### config.mk
export PLATFORM = sky130hd
export DESIGN_NAME = xmit_a_arb
export DESIGN_NICKNAME = d
export VERILOG_FILES = /design/src/rtl/xmit_a_pkg.sv /design/src/rtl/xmit_a_rr_pick.sv /design/src/rtl/xmit_a_arb.sv
export SDC_FILE = /design/constraint.sdc
export NUM_CORES = 1
export LEC_CHECK = 0
export ABC_CLOCK_PERIOD_IN_PS = 2700
export BUFFER_PORTS_ARGS = -buffer_cell sky130_fd_sc_hd__buf_2
export CAP_MARGIN = 25
export CORE_ASPECT_RATIO = 1.25
export CORE_MARGIN = 2
export CORE_UTILIZATION = 35
export DETAILED_ROUTE_END_ITERATION = 10
export PLACE_DENSITY = 0.72
export SLEW_MARGIN = 10
export SYNTH_ARGS = -nofsm -noshare
export SYNTH_HDL_FRONTEND = slang
export SYNTH_SLANG_ARGS = --single-unit
### constraint.sdc
create_clock -name clk -period 2.7 [get_ports clk]
set_input_delay 0 -clock clk [delete_from_list [all_inputs] [get_ports clk]]
set_output_delay 0 -clock clk [all_outputs]
set_load 0.01 [all_outputs]
### src/rtl/xmit_a_pkg.sv
// Shared types and helpers for the xmit_a round-robin arbiter.
package xmit_a_pkg;

  localparam int DATA_W = 8;

  typedef enum logic [1:0] {
    IDLE = 2'd0,
    XFER = 2'd1,
    GAP  = 2'd2
  } xmit_a_state_e;

  // Ceiling log2 with a floor of 1 so single-value ranges still get a bit.
  function automatic int clog2(input int value);
    int r;
    r = 1;
    for (int i = 1; i < 31; i++) begin
      if ((1 << i) < value) r = i + 1;
    end
    return r;
  endfunction

endpackage

### src/rtl/xmit_a_rr_pick.sv
// Combinational round-robin picker: first set request at or after rr_ptr_i, with wrap.
module xmit_a_rr_pick
  import xmit_a_pkg::*;
#(
  parameter int NUM_REQ = 4,
  parameter int ID_W    = clog2(NUM_REQ)
) (
  input  logic [NUM_REQ-1:0] req_i,
  input  logic [ID_W-1:0]    rr_ptr_i,
  output logic               found_o,
  output logic [ID_W-1:0]    idx_o
);

  always_comb begin
    found_o = 1'b0;
    idx_o   = '0;
    for (int i = 0; i < NUM_REQ; i++) begin
      if (!found_o && req_i[(int'(rr_ptr_i) + i) % NUM_REQ]) begin
        found_o = 1'b1;
        idx_o   = ID_W'((int'(rr_ptr_i) + i) % NUM_REQ);
      end
    end
  end

endmodule

### src/rtl/xmit_a_arb.sv
// Shares one xmit_a transmitter between NUM_REQ byte streams, one whole packet per grant.
// Optional stall timeout: define XMIT_A_ARB_STALL_TIMEOUT_EN.
module xmit_a_arb
  import xmit_a_pkg::*;
#(
  parameter int NUM_REQ      = 4,
  parameter int MAX_PKT_LEN  = 64,
  parameter int IDLE_GAP     = 1,
  parameter int STALL_CYCLES = 16
) (
  input  logic                       clk,
  input  logic                       rst_n,
  input  logic [NUM_REQ-1:0]         req_valid,
  input  logic [DATA_W*NUM_REQ-1:0]  req_data,
  input  logic [NUM_REQ-1:0]         req_last,
  output logic [NUM_REQ-1:0]         req_ready,
  output logic [DATA_W-1:0]          xmit_data,
  output logic                       xmit_strobe,
  input  logic                       xmit_busy,
  output logic [clog2(NUM_REQ)-1:0]  grant_id,
  output logic                       grant_active,
  output logic                       pkt_abort,
  output xmit_a_state_e              dbg_state
);

  localparam int ID_W  = clog2(NUM_REQ);
  localparam int CNT_W = clog2(MAX_PKT_LEN + 1);
  localparam int GAP_W = clog2(IDLE_GAP + 1);

  if (NUM_REQ < 2 || NUM_REQ > 16 || MAX_PKT_LEN < 1 || IDLE_GAP < 0 || STALL_CYCLES < 1)
  begin : g_bad_cfg
    $error("xmit_a_arb: unsupported parameter set");
  end

  xmit_a_state_e      state_q;
  logic [ID_W-1:0]    rr_ptr_q;
  logic [ID_W-1:0]    grant_id_q;
  logic               grant_active_q;
  logic [CNT_W-1:0]   cnt_q;
  logic [GAP_W-1:0]   gap_q;
  logic [DATA_W-1:0]  xmit_data_q;
  logic               xmit_strobe_q;
  logic               pkt_abort_q;

  logic               pick_found;
  logic [ID_W-1:0]    pick_idx;

  xmit_a_rr_pick #(.NUM_REQ(NUM_REQ), .ID_W(ID_W)) u_pick (
    .req_i    (req_valid),
    .rr_ptr_i (rr_ptr_q),
    .found_o  (pick_found),
    .idx_o    (pick_idx)
  );

  // Valid/ready: a byte moves on a rising edge where req_valid[g] and req_ready[g]
  // are both high; ready depends only on our state and xmit_busy, never on valid.
  always_comb begin
    req_ready = '0;
    if (state_q == XFER && !xmit_busy) req_ready[grant_id_q] = 1'b1;
  end

  logic              gnt_valid, gnt_last, hs, at_max;
  logic              len_abort, stall_abort, end_pkt;
  logic [DATA_W-1:0] gnt_byte;
  logic [ID_W-1:0]   rr_next;

  assign gnt_valid = req_valid[grant_id_q];
  assign gnt_last  = req_last[grant_id_q];
  assign gnt_byte  = req_data[int'(grant_id_q)*DATA_W +: DATA_W];
  assign hs        = (state_q == XFER) && !xmit_busy && gnt_valid;
  assign at_max    = (cnt_q == CNT_W'(MAX_PKT_LEN - 1));
  assign len_abort = hs && !gnt_last && at_max;
  assign end_pkt   = (hs && (gnt_last || at_max)) || stall_abort;
  assign rr_next   = (grant_id_q == ID_W'(NUM_REQ - 1)) ? '0 : grant_id_q + ID_W'(1);

`ifdef XMIT_A_ARB_STALL_TIMEOUT_EN
  localparam int STALL_W = clog2(STALL_CYCLES + 1);
  logic [STALL_W-1:0] stall_q;

  // Only cycles with the granted requester's valid low count; busy stalls do not.
  assign stall_abort = (state_q == XFER) && !gnt_valid &&
                       (stall_q == STALL_W'(STALL_CYCLES - 1));

  always_ff @(posedge clk or negedge rst_n) begin
    if (!rst_n) begin
      stall_q <= '0;
    end else if (state_q != XFER || gnt_valid || stall_abort) begin
      stall_q <= '0;
    end else begin
      stall_q <= stall_q + STALL_W'(1);
    end
  end
`else
  assign stall_abort = 1'b0;
`endif

  always_ff @(posedge clk or negedge rst_n) begin
    if (!rst_n) begin
      state_q        <= IDLE;
      rr_ptr_q       <= '0;
      grant_id_q     <= '0;
      grant_active_q <= 1'b0;
      cnt_q          <= '0;
      gap_q          <= '0;
      xmit_data_q    <= '0;
      xmit_strobe_q  <= 1'b0;
      pkt_abort_q    <= 1'b0;
    end else begin
      xmit_strobe_q <= hs;
      pkt_abort_q   <= len_abort || stall_abort;
      if (hs) xmit_data_q <= gnt_byte;
      case (state_q)
        IDLE: begin
          if (pick_found) begin
            grant_id_q     <= pick_idx;
            grant_active_q <= 1'b1;
            state_q        <= XFER;
          end
        end
        XFER: begin
          if (hs) cnt_q <= cnt_q + CNT_W'(1);
          if (end_pkt) begin
            cnt_q          <= '0;
            gap_q          <= '0;
            rr_ptr_q       <= rr_next;
            grant_active_q <= 1'b0;
            state_q        <= (IDLE_GAP == 0) ? IDLE : GAP;
          end
        end
        GAP: begin
          if (int'(gap_q) >= IDLE_GAP - 1) state_q <= IDLE;
          else gap_q <= gap_q + GAP_W'(1);
        end
        default: state_q <= IDLE;
      endcase
    end
  end

  assign xmit_data    = xmit_data_q;
  assign xmit_strobe  = xmit_strobe_q;
  assign grant_id     = grant_id_q;
  assign grant_active = grant_active_q;
  assign pkt_abort    = pkt_abort_q;
  assign dbg_state    = state_q;

endmodule

-- Word-level counts from Yosys, hierarchy flattened
Index checks and enable logic that the tools add are counted.
- shift-type cells: 1
- reduce and logical (&&, ||, !) cells: 26
- order comparisons: 6
- add/subtract/negate cells: 5
- div/mod/pow operators: 0
- equality and inequality tests: 5
- mux-type cells: 35
- bitwise gates (word level): 3
- multiply operators: 0
- operators by type and width (kind ; count):
    32-bit by 6-bit variable part select with 8-bit output ; 1
    1-bit two-way mux ; 16
    2-bit two-way mux ; 7
    7-bit two-way mux ; 2
    1-bit binary-select mux with 2-bit select ; 6
    3-bit by 4-bit < comparator with 1-bit output (second input constant) ; 3
    1-bit logical AND ; 9
    2-bit AND reduction ; 4
    7-bit by 1-bit adder with 7-bit output (second input constant) ; 1
    7-bit by 6-bit equality test with 1-bit output (second input constant) ; 1
    2-bit by 3-bit < comparator with 1-bit output (second input constant) ; 2
    2-bit OR reduction ; 3
    1-bit zero test ; 5
    2-bit by 1-bit adder with 2-bit output (second input constant) ; 2
    2-bit adder (second input constant) ; 2
    4-bit two-way mux ; 1
    2-bit inequality test (second input constant) ; 2
    2-bit one-hot mux with 2 select lines ; 1
    2-bit nonzero test ; 2
    1-bit bitwise AND (first input constant) ; 3
    3-bit AND reduction ; 1
    1-bit demux with 2-bit select ; 1
    2-bit by 1-bit equality test with 1-bit output (second input constant) ; 1
    2-bit equality test (second input constant) ; 1
    other kinds (4) ; 4
- latch bits: 0
- memories kept: 0
- bits of input ports: 43
- bits in writable memories: 0
- output and inout port bits: 19
- logic and storage cells: 89
- register bits after elaboration: 24
- bits in read-only memories: 0

-- Depth between registers and ports, before layout
- depth after elaboration: 16
- gate-level depth with buffers: 5
- depth with buffers taken out: 5

-- Modules after synthesis
From an unflattened synthesis, not the netlist that was laid out.
- cells, all modules: 119
- area, all modules: 1395.1 um2
- by module, submodules not included (module ; area each (um2) ; seq. area each (um2) ; times used ; cells an instance):
    xmit_a_arb ; 1317.5 ; 600.6 ; 1 ; 104
    xmit_a_rr_pick ; 77.6 ; 0.0 ; 1 ; 15

-- Worst setup path after synthesis
Ideal clock, no wire load.
- path type: flip-flop to flip-flop
- start point: register grant_id_q[0], in the netlist grant_id[0]
- end point: register xmit_data_q[1], in the netlist xmit_data[1]
- cell stages (with the launch flop): 5
- arrival: 1.754 ns
- buffers on the path: 1
- library setup time: 0.125 ns
- data required time: 2.575 ns
- setup slack: 0.822 ns
- clock period less this slack: 1.878 ns
- cell sequence: dfrtp_1 > mux4_2 > nand2_2 > buf_2 > mux2_2
- word-level cells in the longest chain between the ends: 3
- elaborated cells between the ends (all ways): 4
- those cells by class: 1 x shift; 2 x mux; 1 x reduce/logical
- RTL lines (what ; RTL line ; text):
    start, declared ; xmit_a_arb.sv:37 ; logic [ID_W-1:0] grant_id_q;
    start signal, assigned ; xmit_a_arb.sv:115 ; grant_id_q <= pick_idx;
    parallel branches: the longest is 3 deep, another holds 32-bit by 6-bit variable part select with 8-bit output ; -- ;
    end signal, assigned ; xmit_a_arb.sv:111 ; if (hs) xmit_data_q <= gnt_byte;
    end, declared ; xmit_a_arb.sv:41 ; logic [DATA_W-1:0] xmit_data_q;
Parallel ways; which one is timed is not known. The select of a mux whose other input is x is not followed.
A chain may end at the register's enable or synchronous reset.

-- Final worst setup path
- start point: register state_q[1], in the netlist dbg_state[1]
- end point: register cnt_q[3]
- word-level cells in the longest chain between the ends: 6
- elaborated cells between the ends (all ways): 7
- those cells by class: 1 x eq/ne; 1 x mux; 5 x reduce/logical
- RTL lines (what ; RTL line ; text):
    start, declared ; xmit_a_arb.sv:35 ; xmit_a_state_e state_q;
    start signal, assigned ; xmit_a_arb.sv:127 ; state_q <= (IDLE_GAP == 0) ? IDLE : GAP;
    2-bit by 1-bit equality test with 1-bit output * ; xmit_a_arb.sv:70, xmit_a_arb.sv:112 ;
    1-bit logical AND (2 in series) ; xmit_a_arb.sv:70 ; assign hs = (state_q == XFER) && !xmit_busy && gnt_valid;
    1-bit logical AND ; xmit_a_arb.sv:73 ; assign end_pkt = (hs && (gnt_last || at_max)) || stall_abort;
    2-bit nonzero test (no source line) ; -- ;
    2-bit AND reduction (no source line) ; -- ;
    end signal, assigned ; xmit_a_arb.sv:121 ; if (hs) cnt_q <= cnt_q + CNT_W'(1);
    end, declared ; xmit_a_arb.sv:39 ; logic [CNT_W-1:0] cnt_q;
Mark *: on every way between the ends. The rest lies on a longest branch, timed or not.

==> summary.md <==
| Metric | Value |
|---|---|
| Status | `finished, final reports clean` |
| Fmax | `455.9 MHz` |
| RSZ-0062 raised after global routing | `no` |
| Layout cell share with drive strength beyond 1 | `0.4972` |
| Die W | `60.42 um` |
| GRT Residual Overflow | `0` |
| Hold Startpoint | `xmit_busy` |
| Total die area | `4503 um^2` |
| Sequential fraction of the synthesis area | `0.4313` |
| Cell area after synthesis | `1393 um^2` |
| Worst-Margin Slew | `615.3 ps` |
| Synth warn | `0` |
| Post-Synthesis Net Count | `162` |
| CP endpoint kind | `flip-flop` |
| Final Util | `0.4810` |
| Clock Skew | `7.472 ps` |
| Final nets | `226` |
| Hold WS | `91.21 ps` |
| Type of the tightest min-delay check | `primary input to flip-flop` |
| FF-to-FF End | `cnt_q[3]$_DFFE_PN0P_` |
| Post-synth ARST share | `1.000` |
| Root Buffer | `clkbuf_8` |
| Crit path launch type | `flip-flop` |
| Pre-CTS setup slack | `511.4 ps` |
| Vias in the first global route | `1111` |
| Pleak | `0.8819 nW` |
| Total wire length | `3.264 mm` |
| All-layer global routing usage | `0.1463` |
| Largest net degree at the start of global routing | `27` |
| Top_reg_cell synth | `dfrtp_1` |
| Pwr per Cell Area | `932.4 nW/um^2` |
| Routed vias | `1156` |
| Most common cell after layout, fill and taps aside | `buf_2` |
| Initial DRT Pass Iterations | `4` |
| Total I/O pin count | `62` |
| Reg2reg path depth | `4` |
| Critical path peak fanout | `26` |
| Critical Path RT | `2890 ps` |
| ANT nets after route | `0` |
| R2R Setup Slk | `510 ps` |
| Crit Path Category | `flip-flop to flip-flop` |
| Final worst-path cycle share | `0.8125` |
| Hold Path Stages | `4` |
| Register bit total from synthesis | `24` |
| Hold Crit Endpoint | `cnt_q[0]$_DFFE_PN0P_` |
| First-iteration detailed-routing DRC count | `77` |
| Syn Area/Cell | `12.22 um^2` |
| Fin Setup TNS | `0 ps` |
| Post-synthesis instance total | `114` |
| PortBufs | `61` |
| Worst IR Drop VDD | `0.0003369 V` |
| Leading cell types in the layout, fill and taps excluded | `buf_2, dfrtp_1, o21ai_0` |
| CTS tree | `done` |
| Synth cell types | `36` |
| CTS H-tree depth | `1` |
| CTS Buf Count | `3` |
| P&R area growth vs syn | `31.81%` |
| RR Startpoint | `dbg_state[1]$_DFFE_PN0P_` |
| Setup ws final | `506.3 ps` |
| Gpl congestion | `0.8093` |
| Clk Latency, worst-skew pair | `270 ps` |
| DRC errors left | `0` |
| Post-CTS sizing | `0` |
| Die height | `74.53 um` |
| Initial antenna violation count | `0` |
| Final Setup Violations | `0` |
| Via density | `5.004` |
| Sink Count | `24` |
| Crit path arrival time | `2390 ps` |
| Clock-pin slew of the registers on the worst-case setup and hold paths | `90 ps` |
| First-pass GRT wire length | `5.064 mm` |
| Clk buf depth | `2` |
| Ant diodes | `0` |
| Fill cell count | `384` |
| Core area | `3816 um^2` |
| Slew headroom | `0.5889` |
| DP Wirelength | `2.523 mm` |
| # Max-Cap Violations | `0` |
| Post-synth EDFFs | `0` |
| Cell Rows | `25` |
| Final Hold Viols | `0` |
| Slew Viols, Final | `0` |
| WL/cell | `14.13 um` |
| Initial core utilization | `0.3649` |
| Post-layout min period | `2194 ps` |
==> layer usage <==
layer  up-vias  share of wire  global-route usage  wire [um]
li1        559              -                   -          -
met1       564           0.42              0.1982       1385
met2        31           0.53              0.2403       1735
met4         0         0.0040             0.03865         13
met3         2          0.040             0.02783        130
met5         -              0                   0          0
==> how the worst max path moves through the flow <==
| stage | slack, ps | start | end |
|---|---|---|---|
| after floorplan | 820 | grant_id[0]$_DFFE_PN0P_ | xmit_data[1]$_DFFE_PN0N_ |
| after global placement | 470 | dbg_state[1]$_DFFE_PN0P_ | cnt_q[3]$_DFFE_PN0P_ |
| after detailed placement | 510 | dbg_state[1]$_DFFE_PN0P_ | cnt_q[3]$_DFFE_PN0P_ |
| after CTS | 480 | dbg_state[1]$_DFFE_PN0P_ | cnt_q[3]$_DFFE_PN0P_ |
| after global routing | 290 | dbg_state[1]$_DFFE_PN0P_ | cnt_q[3]$_DFFE_PN0P_ |
| final | 510 | dbg_state[1]$_DFFE_PN0P_ | cnt_q[3]$_DFFE_PN0P_ |
==> cell type report <==
type / count / area [um^2] / share of cell area
clock buffers: 3 / 41.29 / 0.02249
clock inverters: 1 / 30.03 / 0.01636
inverters: 4 / 15.01 / 0.008180
multi-input cells: 82 / 758.2 / 0.4131
flip-flops and latches: 24 / 600.6 / 0.3272
well taps: 54 / 67.56 / 0.03681
repair buffers: 63 / 322.8 / 0.1759
==> cells by family after synthesis <==
family | Yosys count | share of synthesized area
flip-flops | 24 | 0.4313
multiplexers | 20 | 0.2444
adder cells (fa/ha/maj) | 5 | 0.04492
AND/OR/NAND/NOR | 34 | 0.1420
AO/OA/AOI/OAI | 23 | 0.1132
buffers and inverters | 8 | 0.02425
==> stage by stage <==
stage	power [mW]	instance area, um^2	instances
floorplan	1.154	1393	114
global placement	1.392	1754	226
detailed placement	1.417	1754	226
CTS	1.735	1836	231
global route	1.837	1836	231
finish	1.712	1836	231
==> critical path, cell delays in order, from the launching register on <==
cell,delay [ps]
dfrtp_1,420
nor3b_1,550
nand2_2,470
or4_1,610
o21ai_0,80
==> synth_stat cells, types with 2 or more instances <==
cell       n  area [um^2]
buf_2      3        15.01
mux4_2    10        225.2
nor2_1     4        15.01
nand2b_1   3        18.77
nand3_1    2        10.01
ha_1       5        62.56
dfrtp_1   24        600.6
and2_1     4        25.02
o21ai_0   12        60.06
a21oi_1    2        10.01
mux2_2     8        90.09
or4b_1     2        20.02
inv_1      4        15.01
nand2_1    9        33.78
==> power by group <==
part	leakage, nW	switching, mW	internal, mW
Sequential	0.297	0.150	0.492
Clock	0.0357	0.117	0.198
Combinational	0.549	0.345	0.409
Total	0.882	0.612	1.10
==> sequential cells by signal (all words and copies together), names as in the netlist <==
signal	cells
dbg_state	2
xmit_strobe	1
grant_id	2
rr_ptr_q	2
xmit_data	8
pkt_abort	1
grant_active	1
cnt_q	7
==> repair_timing <==
item                                   4_1_cts  5_1_grt
hold buffers                                 1        0
setup buffers                                0        0
endpoints found under the hold margin       24        0
No activity file was read; power rests on OpenSTA's default activity.
